[src/rtl/vga_overlay_ctrl.sv]
// rtl/vga_overlay_ctrl.sv - score/falling-block overlay update sequencer with frame-aligned commit
module vga_overlay_ctrl #(
    parameter int unsigned ITER      = 14,
    parameter int unsigned SAT_MAX   = 9999,
    parameter logic [9:0]  OFFSCREEN = 10'h3FF
) (
    input  logic        clock,
    input  logic        resetn,
    input  logic        in_valid,
    output logic        in_ready,
    input  logic [31:0] score_in,
    input  logic [79:0] blk_pos_in,
    input  logic [23:0] blk_color_in,
    input  logic        frame_start,
    output logic [3:0]  dig_thousands,
    output logic [3:0]  dig_hundreds,
    output logic [3:0]  dig_tens,
    output logic [3:0]  dig_ones,
    output logic [79:0] blk_pos_out,
    output logic [23:0] blk_color_out,
    output logic        sat,
    output logic        commit,
    output logic        busy
);
    localparam int unsigned CW = $clog2(ITER + 1);

    typedef enum logic [1:0] {S_IDLE, S_CONVERT, S_PENDING} state_e;

    state_e          state_q, state_d;
    logic [CW-1:0]   cnt_q, cnt_d;
    logic [ITER-1:0] bin_q, bin_d;
    logic [15:0]     bcd_q, bcd_d, bcd_adj;
    logic [79:0]     cap_pos_q, cap_pos_d;
    logic [23:0]     cap_color_q, cap_color_d;
    logic            cap_sat_q, cap_sat_d;
    logic [15:0]     dig_q, dig_d;
    logic [79:0]     pos_q, pos_d;
    logic [23:0]     color_q, color_d;
    logic            sat_q, sat_d;
    logic            commit_q, commit_d;
    logic            over;

    assign over = (score_in > SAT_MAX);

    // Double-dabble correction: nibbles of 5 or more would overflow past 9 after the shift.
    always_comb begin
        bcd_adj = bcd_q;
        for (int i = 0; i < 4; i++) begin
            if (bcd_q[4*i +: 4] >= 4'd5) begin
                bcd_adj[4*i +: 4] = bcd_q[4*i +: 4] + 4'd3;
            end
        end
    end

    always_comb begin
        state_d     = state_q;
        cnt_d       = cnt_q;
        bin_d       = bin_q;
        bcd_d       = bcd_q;
        cap_pos_d   = cap_pos_q;
        cap_color_d = cap_color_q;
        cap_sat_d   = cap_sat_q;
        dig_d       = dig_q;
        pos_d       = pos_q;
        color_d     = color_q;
        sat_d       = sat_q;
        commit_d    = 1'b0;
        case (state_q)
            S_IDLE: begin
                if (in_valid) begin
                    cap_pos_d   = blk_pos_in;
                    cap_color_d = blk_color_in;
                    cap_sat_d   = over;
                    bin_d       = over ? ITER'(SAT_MAX) : score_in[ITER-1:0];
                    bcd_d       = '0;
                    cnt_d       = '0;
                    state_d     = S_CONVERT;
                end
            end
            S_CONVERT: begin
                bcd_d = (bcd_adj << 1) | {15'd0, bin_q[ITER-1]};
                bin_d = bin_q << 1;
                cnt_d = cnt_q + CW'(1);
                if (cnt_q == CW'(ITER - 1)) begin
                    state_d = S_PENDING;
                end
            end
            S_PENDING: begin
                if (frame_start) begin
                    dig_d    = bcd_q;
                    pos_d    = cap_pos_q;
                    color_d  = cap_color_q;
                    sat_d    = cap_sat_q;
                    commit_d = 1'b1;
                    state_d  = S_IDLE;
                end
            end
            default: state_d = S_IDLE;
        endcase
    end

    always_ff @(posedge clock or negedge resetn) begin
        if (!resetn) begin
            state_q     <= S_IDLE;
            cnt_q       <= '0;
            bin_q       <= '0;
            bcd_q       <= '0;
            cap_pos_q   <= '0;
            cap_color_q <= '0;
            cap_sat_q   <= 1'b0;
            dig_q       <= '0;
            pos_q       <= {8{OFFSCREEN}};
            color_q     <= '0;
            sat_q       <= 1'b0;
            commit_q    <= 1'b0;
        end else begin
            state_q     <= state_d;
            cnt_q       <= cnt_d;
            bin_q       <= bin_d;
            bcd_q       <= bcd_d;
            cap_pos_q   <= cap_pos_d;
            cap_color_q <= cap_color_d;
            cap_sat_q   <= cap_sat_d;
            dig_q       <= dig_d;
            pos_q       <= pos_d;
            color_q     <= color_d;
            sat_q       <= sat_d;
            commit_q    <= commit_d;
        end
    end

    assign in_ready      = (state_q == S_IDLE);
    assign busy          = (state_q != S_IDLE);
    assign dig_thousands = dig_q[15:12];
    assign dig_hundreds  = dig_q[11:8];
    assign dig_tens      = dig_q[7:4];
    assign dig_ones      = dig_q[3:0];
    assign blk_pos_out   = pos_q;
    assign blk_color_out = color_q;
    assign sat           = sat_q;
    assign commit        = commit_q;
endmodule

[config.mk]
export PLATFORM = sky130hd
export DESIGN_NAME = vga_overlay_ctrl
export DESIGN_NICKNAME = d
export VERILOG_FILES = /design/src/rtl/vga_overlay_ctrl.sv
export SDC_FILE = /design/constraint.sdc
export NUM_CORES = 1
export LEC_CHECK = 0
export ABC_CLOCK_PERIOD_IN_PS = 1760
export CAP_MARGIN = 5
export CORE_AREA = 2 2 157 159
export DETAILED_ROUTE_END_ITERATION = 8
export DIE_AREA = 0 0 159 161
export GPL_TIMING_DRIVEN = 0
export PLACE_DENSITY = 0.85
export SLEW_MARGIN = 20
export SYNTH_ARGS = -nofsm -noshare
export SYNTH_HDL_FRONTEND = slang
export SYNTH_SLANG_ARGS = --single-unit
[constraint.sdc]
create_clock -name clock -period 1.76 [get_ports clock]
set_input_delay 0.44 -clock clock [delete_from_list [all_inputs] [get_ports clock]]
set_output_delay 0.44 -clock clock [all_outputs]
set_load 0.02 [all_outputs]
## Word level (Yosys, flattened, before mapping)

Index checks and enable logic that the tools add are counted.
Widths: inputs -> output; s select.

- Add/sub/neg operators: 5
- $lt $le $gt $ge: 5
- Equality and inequality tests: 6
- Muxes and demuxes: 17
- Bitwise operators: 1
- Reduce and logical (&&, ||, !) cells: 7

Operators by type and width:

| operator | count |
|---|---|
| $gt 32x14->1 const B | 1 |
| $pmux 16 s2 | 1 |
| $mux 14 | 2 |
| $pmux 14 s2 | 1 |
| $ge 4x3->1 const B | 4 |
| $mux 16 | 1 |
| $mux 4 | 4 |
| $or 16x1->16 | 1 |
| $add 4x2->4 const B | 3 |
| $pmux 4 s2 | 1 |
| $mux 2 | 3 |
| $ne 2x2->1 const B | 3 |
| $pmux 2 s3 | 1 |
| $reduce_and 2->1 | 3 |
| $add 4x1->4 const B | 1 |
| $eq 4x4->1 const B | 1 |
| $reduce_bool 2->1 | 2 |
| $add 3x2->3 const B | 1 |
| $mux 3 | 1 |
| $reduce_and 3->1 | 1 |
| $eq 2x1->1 const B | 1 |
| $eq 2x2->1 const B | 1 |
| $logic_not 2->1 | 1 |
| $mux 1 | 2 |

- Bits in registers: 263
- Output and inout port bits: 124

## Longest topological paths before layout

- Word-level depth: 4
- Depth in mapped cells: 6

## Least setup slack after synthesis

OpenSTA, ideal clock, no wires.

- Path kind: register -> register
- Start point: reg state_q[1]
- End point: reg bcd_q[14]
- Data arrival time: 1.595 ns
- Slack: 0.035 ns
- Stages on the path, launching flop included: 6
- Buffers on the path: 2
- Cells stage by stage: dfrtp_1 > nor2_1 > and2_1 > clkbuf_1 > clkbuf_1 > o2bb2ai_1

- Word-level cells in the longest chain between the ends: 3
- Elaborated cells between the ends (all ways): 6
- Classes of those cells: 2 x eq/ne; 1 x mux; 3 x reduce/logical

Ends and longest elaborated chain:

| item | RTL line | text |
|---|---|---|
| from (decl) | 29 | `state_e state_q, state_d;` |
| from (signal assigned) | 117 | `state_q <= state_d;` |
| $logic_not 2->1 (*) | - |  |
| via in_ready | 10 | `output logic in_ready,` |
| $ne 2x2->1 (no source line) or $reduce_bool 2->1 (tied branches) | - |  |
| $reduce_and 2->1 (no source line) | - |  |
| to (signal assigned) | 107 | `bcd_q <= '0;` |
| to (signal assigned) | 120 | `bcd_q <= bcd_d;` |
| to (decl) | 32 | `logic [15:0] bcd_q, bcd_d, bcd_adj;` |

Mark *: on every way through the listed nets, which the timed path passes. The rest lies on a longest branch.
A chain may end at the register's enable or synchronous reset.

## Worst setup path in the final report

- Start point: in score_in[18]
- End point: reg bin_q[8]

- Word-level cells in the longest chain between the ends: 4

Ends and longest elaborated chain:

| item | RTL line | text |
|---|---|---|
| from (decl) | 11 | `input logic [31:0] score_in,` |
| $gt 32x14->1 | 43 | `assign over = (score_in > SAT_MAX);` |
| $mux 14 | 74 | `bin_d = over ? ITER'(SAT_MAX) : score_in[ITER-1:0];` |
| $mux 14 | 70 | `if (in_valid) begin` |
| $pmux 14 s2 | 68 | `case (state_q)` |
| to (signal assigned) | 119 | `bin_q <= bin_d;` |
| to (decl) | 31 | `logic [ITER-1:0] bin_q, bin_d;` |

Every way passes these cells. The select of a mux whose other input is x is not followed.

==> reports/qor.yml <==
run_status:
  status: "complete, but fails checks"
  violations: "negative setup slack"
die:
  num_io_pins: 264
  coreArea_mm2: 0.02396
  dieArea_mm2: 0.02560
  start_util_pct: 43.39
  fp.dieW_um: 159
  die_h_um: 161
  num_rows: 57
cts:
  insertion_delay_ns: 0.52
  cts_buffers: 27
  cts.htree.levels: 1
  cts_sinks: 263
  clockBufferDepth: 3
  cts_root_buf: "clkbuf_16"
  cts_tree: "done"
  path_clk_slew_ns: 0.06
critical_path:
  crit_arrival_ns: 2.16
  cp-start-kind: "input port"
  rrSetupSlack_ns: 0.06
  crit-reg2reg-launch: "state_q[0]"
  path_max_fanout: 6
  cp-end-kind: "flip-flop"
  crit_type: "in -> reg"
  worstSetupStartpoint: "score_in[18]"
  required_ns: 2.15
synth:
  synth_nets: 1295
  synth_xor_area_share_pct: 0.5896
  synth-compound-area-share_pct: 4.187
  synth_top_family_by_area: "simple AND/OR/NAND/NOR gates"
  yosysWarnings: 0
  syn_inst: 1145
  syn_area_per_cell_um2: 9.082
  syn-cell-area_mm2: 0.01040
  yosysSeqAreaShare_pct: 64.25
  yosys.area_share.adder_pct: 1.203
  synth-simple-area-share_pct: 26.47
  ys_ff_latch: 263
  synth.area.mux_share_pct: 0.4211
  yosysUniqueCellTypes: 36
global_route:
  track_usage_pct: 22.63
  antenna_found_initial: 1
  grt_pass1_vias: 9353
  grt_overflow_total: 0
  grt_max_degree: 97
  grt_pass1_wl_um: 47270
route:
  vias_per_cell: 4.912
  wl_met1_um: 11540
  num_vias: 8798
  ant_nets: 0
  drt_iter0_drc: 442
  routed-wl-met3_um: 1309
  wl_per_cell_um: 16.34
  firstDrtPassIters: 5
  wirelength_um: 29270
  drcViolationCount: 0
  met2_wirelength_um: 14780
  top_layer: "met4"
pwr:
  sequentialPowerShare_pct: 43.5
  power.share.switching_pct: 34.04
  share_comb_of_total_power_pct: 29.2
  p_leak_nw: 7.498
  pwr-share-clk_pct: 27.3
  p_sw_mw: 7.663
  p_int_mw: 14.85
  pwr_density_cell_mw_per_mm2: 1584
  ir_drop_uv: 619.7
  total_power_mw: 22.51
timing:
  drv_slew: 0
  max_freq_mhz: 563.8
  setup-violations-final: 6
  worst_slack_ns: -0.01353
  post-route-min-period_ns: 1.774
  fin_skew_ns: 0.01148
  rsz0062_at_grt: "yes"
  timing.final.crit_share_pct: 100.8
  whs_ns: 0.4469
  hold_viol: 0
  relSlewSlack_pct: 61.53
  setup_tns_ns: -0.04544
  tightest_slew_ns: 0.5771
placement:
  dp_worst_setup_slack_ns: -0.9333
  routabilityCongestion: 0.8359
  dpl.hpwl_um: 20280
  portBuffers: 263
  dpl_cell_area_mm2: 0.01350
flow_run:
  max-cap-violations: 0
layout:
  fin_area_mm2: 0.01421
  syn_to_final_growth_pct: 36.61
  drive_gt1_share_pct: 19.37
  nets: 1596
hold_path:
  min_path_type: "in -> reg"
  hp-start: "blk_pos_in[79]"
## cell usage after synthesis
| cell type | n | share of area (%) |
|---|---|---|
| ha_1 | 10 | 1.2 |
| nand2b_1 | 6 | 0.36 |
| nand3_1 | 14 | 0.67 |
| o21ba_2 | 1 | 0.096 |
| o21bai_1 | 1 | 0.072 |
| nor4_1 | 6 | 0.36 |
| clkbuf_1 | 47 | 1.7 |
| o21ai_1 | 7 | 0.34 |
| mux2i_1 | 1 | 0.096 |
| a22oi_1 | 7 | 0.51 |
| nor4_2 | 1 | 0.12 |
| dfstp_2 | 80 | 20 |
| and2_1 | 1 | 0.060 |
| or3_1 | 1 | 0.060 |
| inv_1 | 20 | 0.72 |
| buf_2 | 2 | 0.096 |
| nor2b_1 | 1 | 0.060 |
| or4_4 | 1 | 0.11 |
| nand4_1 | 2 | 0.12 |
| or3b_1 | 1 | 0.084 |
| o2bb2ai_1 | 1 | 0.084 |
| o21ai_0 | 27 | 1.3 |
| nand2_1 | 668 | 24 |
| a21oi_1 | 10 | 0.48 |
| buf_1 | 9 | 0.32 |
| xnor2_1 | 4 | 0.34 |
| o22ai_1 | 7 | 0.42 |
| clkinv_1 | 1 | 0.036 |
| nor2_1 | 5 | 0.18 |
| xor2_1 | 3 | 0.25 |
| o31ai_1 | 7 | 0.51 |
| nor3_1 | 2 | 0.096 |
| a32o_1 | 4 | 0.39 |
| nand3b_1 | 1 | 0.072 |
| dfrtp_1 | 183 | 44 |
| mux2_2 | 3 | 0.32 |
## power groups by stage
stage          sequential (mW)  clock (mW)  combinational (mW)
6_report                  9.78        6.15                6.57
5_1_grt                   10.0        6.49                7.34
4_1_cts                   9.77        6.24                6.64
3_5_place_dp              9.83           0                6.96
3_3_place_gp              9.75           0                6.64
2_1_floorplan             10.4           0                3.25
## state kept, by name (all words and copies together), names as in the netlist
name and cells:
blk_pos_out 80, cap_sat_q 1, sat 1, bin_q 14
blk_color_out 24, cap_color_q 24, bcd_q 16, cnt_q 4
commit 1, state_q 2, cap_pos_q 80, dig_q 16
## cells by family after synthesis
logic type / count (synthesis)
AND/OR/NAND/NOR: 710
flip-flops: 263
buffers and inverters: 79
AO/OA/AOI/OAI: 72
adder cells (fa/ha/maj): 10
XOR/XNOR: 7
multiplexers: 4
## per-layer routing
layer  vias up  GRT usage [%]
met5         -              0
met4         0          11.28
met3       101          3.236
met2       287          40.36
met1      4239          26.96
li1       4171              -
## metrics by stage
stage / util [%] / instances
detailed placement: 56.32 / 1734
global route: 59.28 / 1791
global placement: 56.07 / 1732
floorplan: - / 1145
finish: 59.28 / 1791
CTS: 59.70 / 1785
## final cells by class
cell class	count	area, um2
Buffer	58	311.5
Antenna cell	1	2.502
Tap cell	324	405.4
Clock inverter	12	191.4
Multi-Input combinational cell	803	3463
Sequential cell	263	6684
Clock buffer	37	773.2
Inverter	21	81.33
Fill cell	2009	9757
Timing Repair Buffer	272	2293
## cell usage in the layout, fill, tap and decap left out, types with 6 or more instances in the layout
| cell | instances |
|---|---|
| nand2_1 | 668 |
| dfrtp_1 | 181 |
| clkdlybuf4s50_1 | 137 |
| buf_2 | 91 |
| dfstp_2 | 80 |
| dlygate4sd2_1 | 42 |
| clkbuf_2 | 33 |
| o21ai_0 | 27 |
| clkbuf_16 | 27 |
| inv_1 | 19 |
| nand3_1 | 13 |
| clkbuf_1 | 10 |
| ha_1 | 10 |
| buf_4 | 8 |
| o22ai_1 | 7 |
| a22oi_1 | 7 |
| a21oi_1 | 7 |
| o31ai_1 | 7 |
| clkbuf_8 | 7 |
| nand2b_1 | 6 |
| o21ai_1 | 6 |
## worst paths after layout
check / end / depth (start not counted)
worst min register to register: blk_pos_out[56] / 2
worst min-delay path: cap_pos_q[79] / 3
min in group asynchronous: cap_pos_q[36] / 2
worst max-delay path: bin_q[8] / 6
worst max register to register: blk_color_out[10] / 6
max in group asynchronous: state_q[1] / 3
## worst max-delay path, cell delays in order
cell             delay, ns
clkdlybuf4s50_1       0.41
nor4_1                0.42
nand3_2               0.18
buf_4                 0.20
nor4_4                0.37
a21oi_1               0.13
## what timing repair did
action,in CTS,in global routing
gates resized for setup,392,73
hold endpoints to repair,41,0
pin swaps,1,4
buffers inserted,1,5
cloned,0,0
hold buffers,1,0
setup endpoints to repair,354,183
No activity file was read; power rests on OpenSTA's default activity.
